--- src/rtl/dot_vec_packer_if.sv ---
// Stream bundle around the dot-vector packer: element beats in, 4-lane vectors out.
// The master side feeds elements and plays the engine; the slave side is the packer.
interface dot_vec_packer_if #(
    parameter int A_WIDTH = 8,
    parameter int B_WIDTH = 8,
    parameter int VEC_LEN = 4
);
    // element stream
    logic                      s_valid;
    logic                      s_ready;
    logic signed [A_WIDTH-1:0] s_a;
    logic signed [B_WIDTH-1:0] s_b;
    logic                      s_last;

    // vector issue port towards the dot-product engine
    logic signed [A_WIDTH-1:0] m_a [0:VEC_LEN-1];
    logic signed [B_WIDTH-1:0] m_b [0:VEC_LEN-1];
    logic                      m_valid;
    logic                      m_ready;

    // status
    logic                      frame_err;
    logic [15:0]               vec_count;

    modport master (
        output s_valid, s_a, s_b, s_last, m_ready,
        input  s_ready, m_a, m_b, m_valid, frame_err, vec_count
    );

    modport slave (
        input  s_valid, s_a, s_b, s_last, m_ready,
        output s_ready, m_a, m_b, m_valid, frame_err, vec_count
    );
endinterface

--- src/rtl/dot_vec_packer.sv ---
// Serial-to-vector front end for the dot-product engine.
// Beats fill a 4-lane assembly buffer; a full buffer moves to the issue register,
// which is offered to the engine and then held for HOLD_CYCLES after acceptance.
module dot_vec_packer #(
    parameter int A_WIDTH     = 8,
    parameter int B_WIDTH     = 8,
    parameter int VEC_LEN     = 4,
    parameter int HOLD_CYCLES = 2
) (
    input  logic            clk,
    input  logic            reset,
    dot_vec_packer_if.slave bus
);
    // Parameter sanity: the engine only consumes 4-element vectors.
    if (VEC_LEN != 4) begin : g_bad_vec_len
        $fatal(1, "dot_vec_packer: VEC_LEN must be 4");
    end
    if (HOLD_CYCLES < 1) begin : g_bad_hold
        $fatal(1, "dot_vec_packer: HOLD_CYCLES must be >= 1");
    end

    localparam int                IDX_W    = 2;
    localparam logic [IDX_W-1:0]  LAST_IDX = IDX_W'(VEC_LEN - 1);
    localparam int                HOLD_W   = (HOLD_CYCLES < 1) ? 1 : $clog2(HOLD_CYCLES + 1);

    // issue FSM encoding
    localparam logic [1:0] I_IDLE  = 2'd0;
    localparam logic [1:0] I_OFFER = 2'd1;
    localparam logic [1:0] I_HOLD  = 2'd2;

    // assembly side
    logic [IDX_W-1:0]          idx;
    logic                      asm_full;
    logic signed [A_WIDTH-1:0] asm_a [0:VEC_LEN-1];
    logic signed [B_WIDTH-1:0] asm_b [0:VEC_LEN-1];
    logic                      frame_err_q;

    // issue side
    logic [1:0]                state;
    logic [HOLD_W-1:0]         hold_cnt;
    logic                      m_valid_q;
    logic [15:0]               vec_count_q;
    logic signed [A_WIDTH-1:0] m_a_q [0:VEC_LEN-1];
    logic signed [B_WIDTH-1:0] m_b_q [0:VEC_LEN-1];

    logic accept;
    logic vec_end;
    logic transfer;

    assign accept   = bus.s_valid && !asm_full;
    // A vector closes on s_last or when the last lane is written, whichever comes first.
    assign vec_end  = accept && (bus.s_last || (idx == LAST_IDX));
    // The buffer never accepts while full, so this never coincides with a beat write.
    assign transfer = (state == I_IDLE) && asm_full;

    // Assembly control: lane index, full flag and framing-error pulse.
    // NOTE: sequential state uses non-blocking assignments so every term reads pre-edge values.
    always_ff @(posedge clk) begin
        if (reset) begin
            idx         <= '0;
            asm_full    <= 1'b0;
            frame_err_q <= 1'b0;
        end else begin
            frame_err_q <= 1'b0;
            if (transfer) begin
                asm_full <= 1'b0;
            end
            if (accept) begin
                if (vec_end) begin
                    idx         <= '0;
                    asm_full    <= 1'b1;
                    // early last or missing last: s_last disagrees with the lane position
                    frame_err_q <= (bus.s_last != (idx == LAST_IDX));
                end else begin
                    idx <= idx + IDX_W'(1);
                end
            end
        end
    end

    // Assembly data: write the beat's lane and zero-fill the tail on an early last.
    // NOTE: no reset here; every lane is rewritten (data or zero) before a vector is marked full.
    always_ff @(posedge clk) begin
        if (accept) begin
            for (int i = 0; i < VEC_LEN; i++) begin
                if (IDX_W'(i) == idx) begin
                    asm_a[i] <= bus.s_a;
                    asm_b[i] <= bus.s_b;
                end else if (bus.s_last && (IDX_W'(i) > idx)) begin
                    asm_a[i] <= '0;
                    asm_b[i] <= '0;
                end
            end
        end
    end

    // Issue FSM: move the buffer into the issue register, offer it, then hold the lanes.
    always_ff @(posedge clk) begin
        if (reset) begin
            state       <= I_IDLE;
            hold_cnt    <= '0;
            m_valid_q   <= 1'b0;
            vec_count_q <= '0;
            for (int i = 0; i < VEC_LEN; i++) begin
                m_a_q[i] <= '0;
                m_b_q[i] <= '0;
            end
        end else begin
            case (state)
                I_IDLE: begin
                    if (asm_full) begin
                        m_a_q     <= asm_a;
                        m_b_q     <= asm_b;
                        m_valid_q <= 1'b1;
                        state     <= I_OFFER;
                    end
                end
                I_OFFER: begin
                    if (m_valid_q && bus.m_ready) begin
                        m_valid_q   <= 1'b0;
                        vec_count_q <= vec_count_q + 16'd1;
                        hold_cnt    <= HOLD_W'(HOLD_CYCLES);
                        state       <= I_HOLD;
                    end
                end
                I_HOLD: begin
                    // lanes stay put while the engine loads them
                    if (hold_cnt == HOLD_W'(1)) begin
                        state <= I_IDLE;
                    end else begin
                        hold_cnt <= hold_cnt - HOLD_W'(1);
                    end
                end
                default: begin
                    state     <= I_IDLE;
                    m_valid_q <= 1'b0;
                end
            endcase
        end
    end

    assign bus.s_ready   = !asm_full;
    assign bus.m_valid   = m_valid_q;
    assign bus.m_a       = m_a_q;
    assign bus.m_b       = m_b_q;
    assign bus.frame_err = frame_err_q;
    assign bus.vec_count = vec_count_q;

endmodule

--- src/flat_wrapper.sv ---
// flat-port wrapper written by rule: the top's interface ports become plain ports
module dot_vec_packer_flat 
#(
    parameter int A_WIDTH     = 8,
    parameter int B_WIDTH     = 8,
    parameter int VEC_LEN     = 4,
    parameter int HOLD_CYCLES = 2
)
  (clk, reset, bus_s_valid, bus_s_a, bus_s_b, bus_s_last, bus_m_ready, bus_s_ready, bus_m_a, bus_m_b, bus_m_valid, bus_frame_err, bus_vec_count);
  dot_vec_packer_if #(.A_WIDTH(A_WIDTH), .B_WIDTH(B_WIDTH), .VEC_LEN(VEC_LEN)) bus_i ();
  input  logic clk;
  input  logic reset;
  input wire logic [$bits(bus_i.s_valid)-1:0] bus_s_valid;
  input wire logic [$bits(bus_i.s_a)-1:0] bus_s_a;
  input wire logic [$bits(bus_i.s_b)-1:0] bus_s_b;
  input wire logic [$bits(bus_i.s_last)-1:0] bus_s_last;
  input wire logic [$bits(bus_i.m_ready)-1:0] bus_m_ready;
  output wire logic [$bits(bus_i.s_ready)-1:0] bus_s_ready;
  output wire logic [$bits(bus_i.m_a)-1:0] bus_m_a;
  output wire logic [$bits(bus_i.m_b)-1:0] bus_m_b;
  output wire logic [$bits(bus_i.m_valid)-1:0] bus_m_valid;
  output wire logic [$bits(bus_i.frame_err)-1:0] bus_frame_err;
  output wire logic [$bits(bus_i.vec_count)-1:0] bus_vec_count;
  assign bus_i.s_valid = bus_s_valid;
  assign bus_i.s_a = bus_s_a;
  assign bus_i.s_b = bus_s_b;
  assign bus_i.s_last = bus_s_last;
  assign bus_i.m_ready = bus_m_ready;
  assign bus_s_ready = bus_i.s_ready;
  assign bus_m_a = {>>{bus_i.m_a}};
  assign bus_m_b = {>>{bus_i.m_b}};
  assign bus_m_valid = bus_i.m_valid;
  assign bus_frame_err = bus_i.frame_err;
  assign bus_vec_count = bus_i.vec_count;
  dot_vec_packer #(.A_WIDTH(A_WIDTH), .B_WIDTH(B_WIDTH), .VEC_LEN(VEC_LEN), .HOLD_CYCLES(HOLD_CYCLES)) u_core (.clk(clk), .reset(reset), .bus(bus_i));
endmodule
--- config.mk ---
export PLATFORM = sky130hd
export DESIGN_NAME = dot_vec_packer_flat
export DESIGN_NICKNAME = d
export VERILOG_FILES = /design/src/rtl/dot_vec_packer_if.sv /design/src/rtl/dot_vec_packer.sv /design/src/flat_wrapper.sv
export SDC_FILE = /design/constraint.sdc
export NUM_CORES = 1
export LEC_CHECK = 0
export CAP_MARGIN = 40
export CORE_MARGIN = 2
export CORE_UTILIZATION = 28
export CTS_BUF_LIST = sky130_fd_sc_hd__clkbuf_4
export DETAILED_ROUTE_END_ITERATION = 7
export GPL_TIMING_DRIVEN = 0
export REMOVE_ABC_BUFFERS = 1
export SLEW_MARGIN = 20
export SYNTH_ARGS = -nofsm -noshare
export SYNTH_HDL_FRONTEND = slang
export SYNTH_SLANG_ARGS = --single-unit
--- constraint.sdc ---
create_clock -name clk -period 2.1 [get_ports clk]
set_input_delay 0.21 -clock clk [delete_from_list [all_inputs] [get_ports clk]]
set_output_delay 0.21 -clock clk [all_outputs]
set_load 0.02 [all_outputs]
Yosys cells after proc, flatten, opt, wreduce, memory -nomap -nowiden
Cells that the tools add are included.
W data, S select, Z words.
{"block": "totals", "ff_bits": 153, "inputBits": 21, "output_inout_bits": 83, "wordCells": 97}
{"block": "classes", "add_sub_neg": 3, "magnitude_cmp": 4, "eq_ne": 12, "muxes": 25, "n_bitwise": 3, "n_reduce_logical": 27}
{"op": "$mux W8", "count": 12}
{"op": "$add A16 B1 Y16 const B", "count": 1}
{"op": "$reduce_and A2 Y1", "count": 6}
{"op": "$mux W2", "count": 5}
{"op": "$reduce_bool A2 Y1", "count": 5}
{"op": "$reduce_and A3 Y1", "count": 3}
{"op": "$logic_and A1 B1 Y1", "count": 8}
{"op": "$ne A2 B1 Y1 const B", "count": 3}
{"op": "$pmux W2 S3", "count": 1}
{"op": "$mux W1", "count": 5}
{"op": "$eq A2 B1 Y1 const B", "count": 2}
{"op": "$eq A2 B2 Y1 const A", "count": 2}
{"op": "$eq A2 B2 Y1 const B", "count": 2}
{"op": "$gt A1 B2 Y1 const A", "count": 2}
{"op": "$gt A2 B2 Y1 const A", "count": 2}
{"op": "$logic_not A2 Y1", "count": 2}
{"op": "$pmux W2 S2", "count": 1}
{"op": "$not A1 Y1", "count": 3}
{"op": "$pmux W1 S3", "count": 1}
{"op": "$reduce_or A3 Y1", "count": 1}
{"op": "$add A2 B1 Y2 const B", "count": 1}
{"op": "$eq A1 B2 Y1 const A", "count": 1}
{"op": "$ne A2 B2 Y1 const B", "count": 1}
{"op": "$sub A2 B1 Y2 const B", "count": 1}
{"op": "other kinds (3)", "count": 3}

Logic depth before layout (Yosys ltp)
Gate-level depths: netlist of run 1.
{"block": "depth", "word_depth": 5, "mapped_depth": 8, "depth_no_buf": 7}

Worst setup path after synthesis of run 1
No wires, ideal clock.
{"block": "synth_path", "kind": "register to register", "start": "register u_core.idx[0]", "end": "register u_core.asm_a[0] (netlist name) (enable)", "t_arrival_ns": 1.822, "path_slack_ns": -0.112, "stages_incl_launch_ff": 6, "path_buffers": 1, "path_cell_list": "dfxtp_1 ha_1 clkbuf_1 inv_1 ha_1 nor2_1"}
{"block": "synth_via", "elab_chain_cells": 4, "elab_cells_between_ends": 5, "cone_classes": "1 x order compare; 1 x eq/ne; 3 x reduce/logical"}
{"element": "from (decl)", "line_no": "dot_vec_packer.sv:32", "rtl": "logic [IDX_W-1:0] idx;"}
{"element": "from (signal assigned)", "line_no": "dot_vec_packer.sv:75", "rtl": "idx <= idx + IDX_W'(1);"}
{"element": "$gt A2 B2 Y1", "line_no": "dot_vec_packer.sv:89", "rtl": "end else if (bus.s_last && (IDX_W'(i) > idx)) begin"}
{"element": "$logic_and A1 B1 Y1", "line_no": "dot_vec_packer.sv:89"}
{"element": "$reduce_bool A2 Y1 (no source line) *"}
{"element": "$reduce_and A2 Y1 (no source line) *"}
{"element": "to (signal, indexed assignment)", "line_no": "dot_vec_packer.sv:87", "rtl": "asm_a[i] <= bus.s_a;"}
{"element": "to (decl)", "line_no": "dot_vec_packer.sv:34", "rtl": "logic signed [A_WIDTH-1:0] asm_a [0:VEC_LEN-1];"}
Every way passes the cells marked *; elsewhere a longest branch is shown, timed or not.
A chain may end at the register's enable or synchronous reset.

Worst setup path in the final report of run 1
{"block": "layout_path", "start": "register u_core.idx[0]", "end": "register u_core.asm_a[28] (netlist name) (enable)"}
{"block": "layout_via", "elab_chain_cells": 4, "elab_cells_between_ends": 5, "cone_classes": "1 x order compare; 4 x reduce/logical"}
{"element": "$gt A1 B2 Y1", "line_no": "dot_vec_packer.sv:89"}
{"element": "$logic_and A1 B1 Y1", "line_no": "dot_vec_packer.sv:89"}
{"element": "$reduce_bool A2 Y1 (no source line) *"}
{"element": "$reduce_and A2 Y1 (no source line) *"}
Marked as above.

==> metrics.cfg, run 1 <==
[finish]
stdcell_area_um2=7532
nets=688
areaGrowthSynthToFinish_pct=31.38
final_common_cell=nand2_1
layout-drive-gt1-share_pct=9.064
layout_common_cells=134 x nand2_1, 102 x clkdlybuf4s50_1, 88 x dfxtp_1

[synthesis]
yosysWarnings=0
syn_area_um2=5733
synth-seq-cells=153
async_reset_ff_share_pct=0
ys.flop_type=dfxtp_1
synth_compound_area_share_pct=7.442
muxShareOfSynthArea_pct=0.3492
synth_top_family_by_area=simple AND/OR/NAND/NOR gates
synthAdderAreaFrac_pct=1.528
synth_simple_gate_area_share_pct=21.72
synthXorXnorAreaFrac_pct=1.528
synthCells=554
synth_edf_count=64
ys_seq_area_share_pct=64.60
syn_area_per_cell_um2=10.35
yosysUniqueCellTypes=35

[critical_path]
r2r-start=u_core.idx[0]$_SDFFE_PP0P_
criticalPathCategory=register to register
critPathCaptureType=register
required_ns=2.35
crit_arrival_ns=2.16
path_max_fanout=18
r2r_cells=4
crit_path_start_kind=register
r2r_slack_ns=0.19
reg2reg_to=u_core.asm_a[28]$_SDFFCE_PP0P_

[placed_design]
dp_hpwl_mm=8.584
place_ws_ns=-0.4085
io_buffers=103
gp_congestion=0.7270
placed_area_um2=7151

[clock_network]
cts_max_path_buffers=2
cts_hold_buffers=0
clock-sinks=153
clk_pin_slew_ns=0.13
cts_htree_levels=4
cts_tree=yes
root_buffer=clkbuf_4
insertion_delay_ns=0.54
cts_buffers=17

[route]
post_drt_wl_per_cell_um=14.42
vias_per_cell=4.269
drt-initial-drc-count=213
ant_nets=0
drt_wl_total_mm=13.61
route.detailed.drc=0
vias=4030
drtPass1Iterations=5

[grt]
grt_max_degree=57
grt_pass1_vias=3823
track_usage_pct=12.91
grt-ovfl-total=0
antenna_found_initial=1
grt_pass1_wl_mm=21.16

[sta]
maxSlewHeadroom_pct=46.68
final.min_clock_period_ns=1.908
fin_skew_ns=0.01709
maxSlewViolCount=0
setup_viol_count_final=0
finalHoldViolCount=0
timing.final.ws_setup_ns=0.1917
finalCritPeriodShare_pct=90.87
clock.fmax_mhz=524.0
grt_setup_unrepaired=no
worstMarginPinSlew_ns=0.7972

[die]
die_height_um=147.1
initial_utilization_pct=28.42
die_w_um=147.1
dieArea_um2=21640
fp.coreArea_um2=20170
num_io_pins=104
num_rows=52

[worst_hold_path]
hp-class=input port to register
hold_depth=2
hp-start=reset
holdPathEnd=u_core.bus.m_b[13]$_SDFFE_PP0P_

[pwr]
p_leak_uw=0.002540
power.density_nw_per_um2=737.0
ir_drop_uv=321.4

[run]
maxCapViolCount=0

[status]
status=complete, no violations

-- sequential cells by signal, indices dropped and copies added (netlist names) --
name	flops
u_core.idx	2
u_core.asm_a	32
u_core.bus.m_b	32
u_core.asm_b	32
u_core.bus.frame_err	1
u_core.bus.vec_count	16
u_core.bus.m_a	32
u_core.state	2
u_core.asm_full	1
u_core.hold_cnt	2
u_core.bus.m_valid	1
-- per-layer routing --
layer	track usage [%]	vias up	wire length [um]
li1	-	2072	-
met5	0	-	0
met4	4.471	0	167
met2	20.58	70	6430
met1	16.98	1878	6567
met3	3.509	10	449
-- synthesized netlist by cell type, drive strengths merged, types with 2 or more instances --
| cell type | number | area (um^2) |
|---|---|---|
| a21oi | 74 | 370.4 |
| clkbuf | 28 | 105.1 |
| xor2 | 2 | 17.52 |
| and2 | 65 | 406.6 |
| dfxtp | 89 | 1782 |
| inv | 10 | 37.54 |
| nor2 | 24 | 90.09 |
| edfxtp | 64 | 1922 |
| nor4 | 4 | 25.02 |
| buf | 3 | 20.01 |
| nand4 | 2 | 12.51 |
| nand4b | 3 | 41.29 |
| nor3 | 5 | 30.03 |
| mux2i | 2 | 20.02 |
| o21ai | 6 | 30.03 |
| nand3 | 7 | 35.03 |
| nand2 | 134 | 503.0 |
| or3 | 5 | 31.28 |
| ha | 7 | 87.58 |
| xnor2 | 8 | 70.07 |
| and3 | 2 | 12.51 |
-- stage by stage --
stage,hold slack (ns),total power [uW],utilization [%],setup TNS (ns),cells
finish,0.09890,5551,37.34,0,944
global route,0.03254,5839,37.34,0,944
CTS,0.03447,5653,37.14,0,938
detailed placement,0.4461,3819,35.45,-16.55,903
global placement,0.4432,3779,34.59,-229.03,896
floorplan,0.2791,3527,-,-33.39,523
-- power breakdown --
group	switching, uW	internal, uW	total, uW
combinational	286	215	501
clock	1060	729	1790
sequential	44.0	3210	3260
-- worst max-delay path, stage by stage, from the launching register on --
cell and delay (ns):
dfxtp_1 0.38, inv_1 0.12, ha_2 0.47, and3_2 0.44, buf_8 0.20
-- how the worst max path moves through the flow --
stage,from,end,depth (start not counted)
floorplan,u_core.asm_full$_SDFF_PP0_,u_core.bus.m_a[0]$_SDFFE_PP0P_,4
global route,u_core.idx[1]$_SDFFE_PP0P_,u_core.asm_a[28]$_SDFFCE_PP0P_,4
CTS,u_core.state[0]$_SDFFE_PP0P_,u_core.bus.vec_count[13]$_SDFFE_PP0P_,4
detailed placement,u_core.idx[0]$_SDFFE_PP0P_,u_core.asm_a[7]$_SDFFCE_PN0P_,4
finish,u_core.idx[0]$_SDFFE_PP0P_,u_core.asm_a[28]$_SDFFCE_PP0P_,4
global placement,u_core.state[0]$_SDFFE_PP0P_,u_core.bus.m_b[8]$_SDFFE_PP0P_,3
-- logic make-up (layout without fill, tap and decap cells) --
group	Yosys count	after routing
AND/OR/NAND/NOR	258	258
flip-flops	153	153
AO/OA/AOI/OAI	83	83
buffers and inverters	41	160
XOR/XNOR	10	10
adder cells (fa/ha/maj)	7	7
multiplexers	2	2
other	0	1
-- area by class of cell --
type / count / area (um^2)
inverter: 10 / 37.54
multi-input combinational: 360 / 1904
antenna: 1 / 2.502
sequential: 153 / 3705
timing repair buffer: 118 / 1274
clock inverter: 13 / 128.9
fill: 2054 / 12640
clock buffer: 19 / 142.6
tap: 270 / 337.8
-- timing repair --
action	CTS	global route
setup buffers	3	5
pin swaps	2	0
resized for setup	4	1
endpoints found under the setup margin	49	2
No activity file was read; power rests on OpenSTA's default activity.
==> run 2, diff against run 1 <==
--- a/config.mk
+++ b/config.mk
@@ -7,10 +7,12 @@
 export LEC_CHECK = 0
 export CAP_MARGIN = 40
 export CORE_MARGIN = 2
-export CORE_UTILIZATION = 28
+export CORE_UTILIZATION = 49
 export CTS_BUF_LIST = sky130_fd_sc_hd__clkbuf_4
 export DETAILED_ROUTE_END_ITERATION = 7
 export GPL_TIMING_DRIVEN = 0
+export MAX_ROUTING_LAYER = met4
+export PLACE_DENSITY = 0.78
 export REMOVE_ABC_BUFFERS = 1
 export SLEW_MARGIN = 20
 export SYNTH_ARGS = -nofsm -noshare
==> metrics.cfg, run 2 (same netlist as run 1, synthesis figures left out) <==
[status]
status=complete, no violations

[grt]
grt_pass1_wl_mm=20.42  ; -3.5%
grt_pass1_vias=4125  ; +7.9%
track_usage_pct=21.64  ; +8.7 points
grt_max_degree=50  ; -12%
grt-ovfl-total=0  ; unchanged
antenna_found_initial=1  ; unchanged

[critical_path]
criticalPathCategory=register to register
crit_path_start_kind=register
critPathCaptureType=register
crit_arrival_ns=2.27  ; +0.11 ns
required_ns=2.39  ; +0.04 ns
path_max_fanout=17  ; -1

[placed_design]
io_buffers=103  ; unchanged
dp_cells=778  ; -14%
gp_congestion=0.7513  ; +3.3%
place_ws_ns=-0.5359  ; -0.1274 ns
dp_hpwl_mm=8.590  ; about the same

[sta]
timing.final.ws_setup_ns=0.1154  ; -0.07632 ns
finalCritPeriodShare_pct=94.50  ; +3.6 points
final.min_clock_period_ns=1.985  ; +0.07631 ns
whs_ns=0.05774  ; -0.04115 ns
fin_skew_ns=0.01285  ; -0.004235 ns
maxSlewViolCount=0  ; unchanged
setup_viol_count_final=0  ; unchanged
grt_setup_unrepaired=no
worstMarginPinSlew_ns=0.6555  ; -0.1417 ns
clock.fmax_mhz=503.9  ; -3.8%
maxSlewHeadroom_pct=56.30  ; +9.6 points
finalHoldViolCount=0  ; unchanged

[finish]
layout-drive-gt1-share_pct=8.396  ; -0.67 points
layout_common_cells=134 x nand2_1, 102 x clkdlybuf4s50_1, 87 x dfxtp_1
final_common_cell=nand2_1
nets=682  ; -0.87%
fin_util_pct=63.96  ; +27 points
fillers=964  ; -53%
fin_cells=811  ; -14%
areaGrowthSynthToFinish_pct=27.39
register_area_um2=3706  ; about the same
multiInputGateArea_um2=1919  ; +0.79%

[die]
dieArea_um2=12580  ; -42%
num_io_pins=104  ; unchanged
initial_utilization_pct=50.21  ; +22 points
die_height_um=112.2  ; -24%
num_rows=39  ; -25%
fp.coreArea_um2=11420  ; -43%
die_w_um=112.2  ; -24%

[clock_network]
clk_pin_slew_ns=0.12  ; about the same
root_buffer=clkbuf_4
cts_buffers=17  ; unchanged
cts_max_path_buffers=2  ; unchanged
cts_hold_buffers=0  ; unchanged
clock-sinks=153  ; unchanged
insertion_delay_ns=0.57  ; +0.03 ns
cts_tree=yes
cts_htree_levels=4  ; unchanged

[route]
drtPass1Iterations=4  ; -1
vias_per_cell=5.091  ; +19%
drt_wl_total_mm=12.63  ; -7.2%
drt-initial-drc-count=244  ; +15%
post_drt_wl_per_cell_um=15.57  ; +8.0%
vias=4129  ; +2.5%
ant_nets=0  ; unchanged
route.detailed.drc=0  ; unchanged

[pwr]
power.density_nw_per_um2=755.3  ; +2.5%
total_power_uw=5516  ; -0.63%
p_leak_uw=0.002488  ; -2.0%
ir_drop_uv=699.8  ; +120%

[run]
maxCapViolCount=0  ; unchanged

[worst_hold_path]
hp-class=input port to register

## run 2: final timing paths
| path | from | endpoint | slack [ns] | cells past startpoint |
|---|---|---|---|---|
| worst max-delay path | u_core.idx[0]$_SDFFE_PP0P_ | u_core.asm_a[1]$_SDFFCE_PN0P_ | 0.12 | 5 |
| worst min register to register | u_core.bus.m_a[4]$_SDFFE_PP0P_ | u_core.bus.m_a[4]$_SDFFE_PP0P_ | 0.47 | 2 |
| worst min-delay path | reset | u_core.idx[1]$_SDFFE_PP0P_ | 0.06 | 2 |
| worst max register to register | u_core.idx[0]$_SDFFE_PP0P_ | u_core.asm_a[1]$_SDFFCE_PN0P_ | 0.12 | 5 |
## run 2: per-layer routing
layer	wire length [um]	track usage [%]	part of all wire [%]
met5	0	-	0
met4	286	9.837	2.3
met3	588	5.022	4.7
met2	6393	36.35	51
met1	5363	24.73	42
## run 2: what timing repair did
action / 4_1_cts / 5_1_grt
setup endpoints to repair: 46 / 11
resized for setup: 6 / 3
pin swaps: 0 / 1
setup buffers: 0 / 0
## run 2: layout make-up
class / instances / share of cell area [%]
antenna: 1 / 0.03426
multi-input combinational: 360 / 26.28
tap: 143 / 2.450
sequential: 153 / 50.75
clock buffer: 18 / 1.850
timing repair buffer: 112 / 16.09
clock inverter: 14 / 2.039
inverter: 10 / 0.5140
## run 2: worst max-delay path: stages, from the launching register on
cell	delay [ns]
dfxtp_1	0.47
ha_4	0.32
inv_1	0.08
ha_1	0.25
nor2_4	0.37
buf_6	0.21
## run 2: where the power goes
group          switching [uW]  leakage [uW]  internal (uW)
clock                    1060      0.000145            722
sequential               49.0       0.00134           3210
combinational             271      0.000999            201
## run 2: stage by stage
step / setup TNS [ns] / area [um^2]
after floorplan: -33.39 / 5608
after global placement: -174.06 / 6818
after detailed placement: -10.79 / 6977
after CTS: 0 / 7288
after global routing: 0 / 7303
final: 0 / 7303
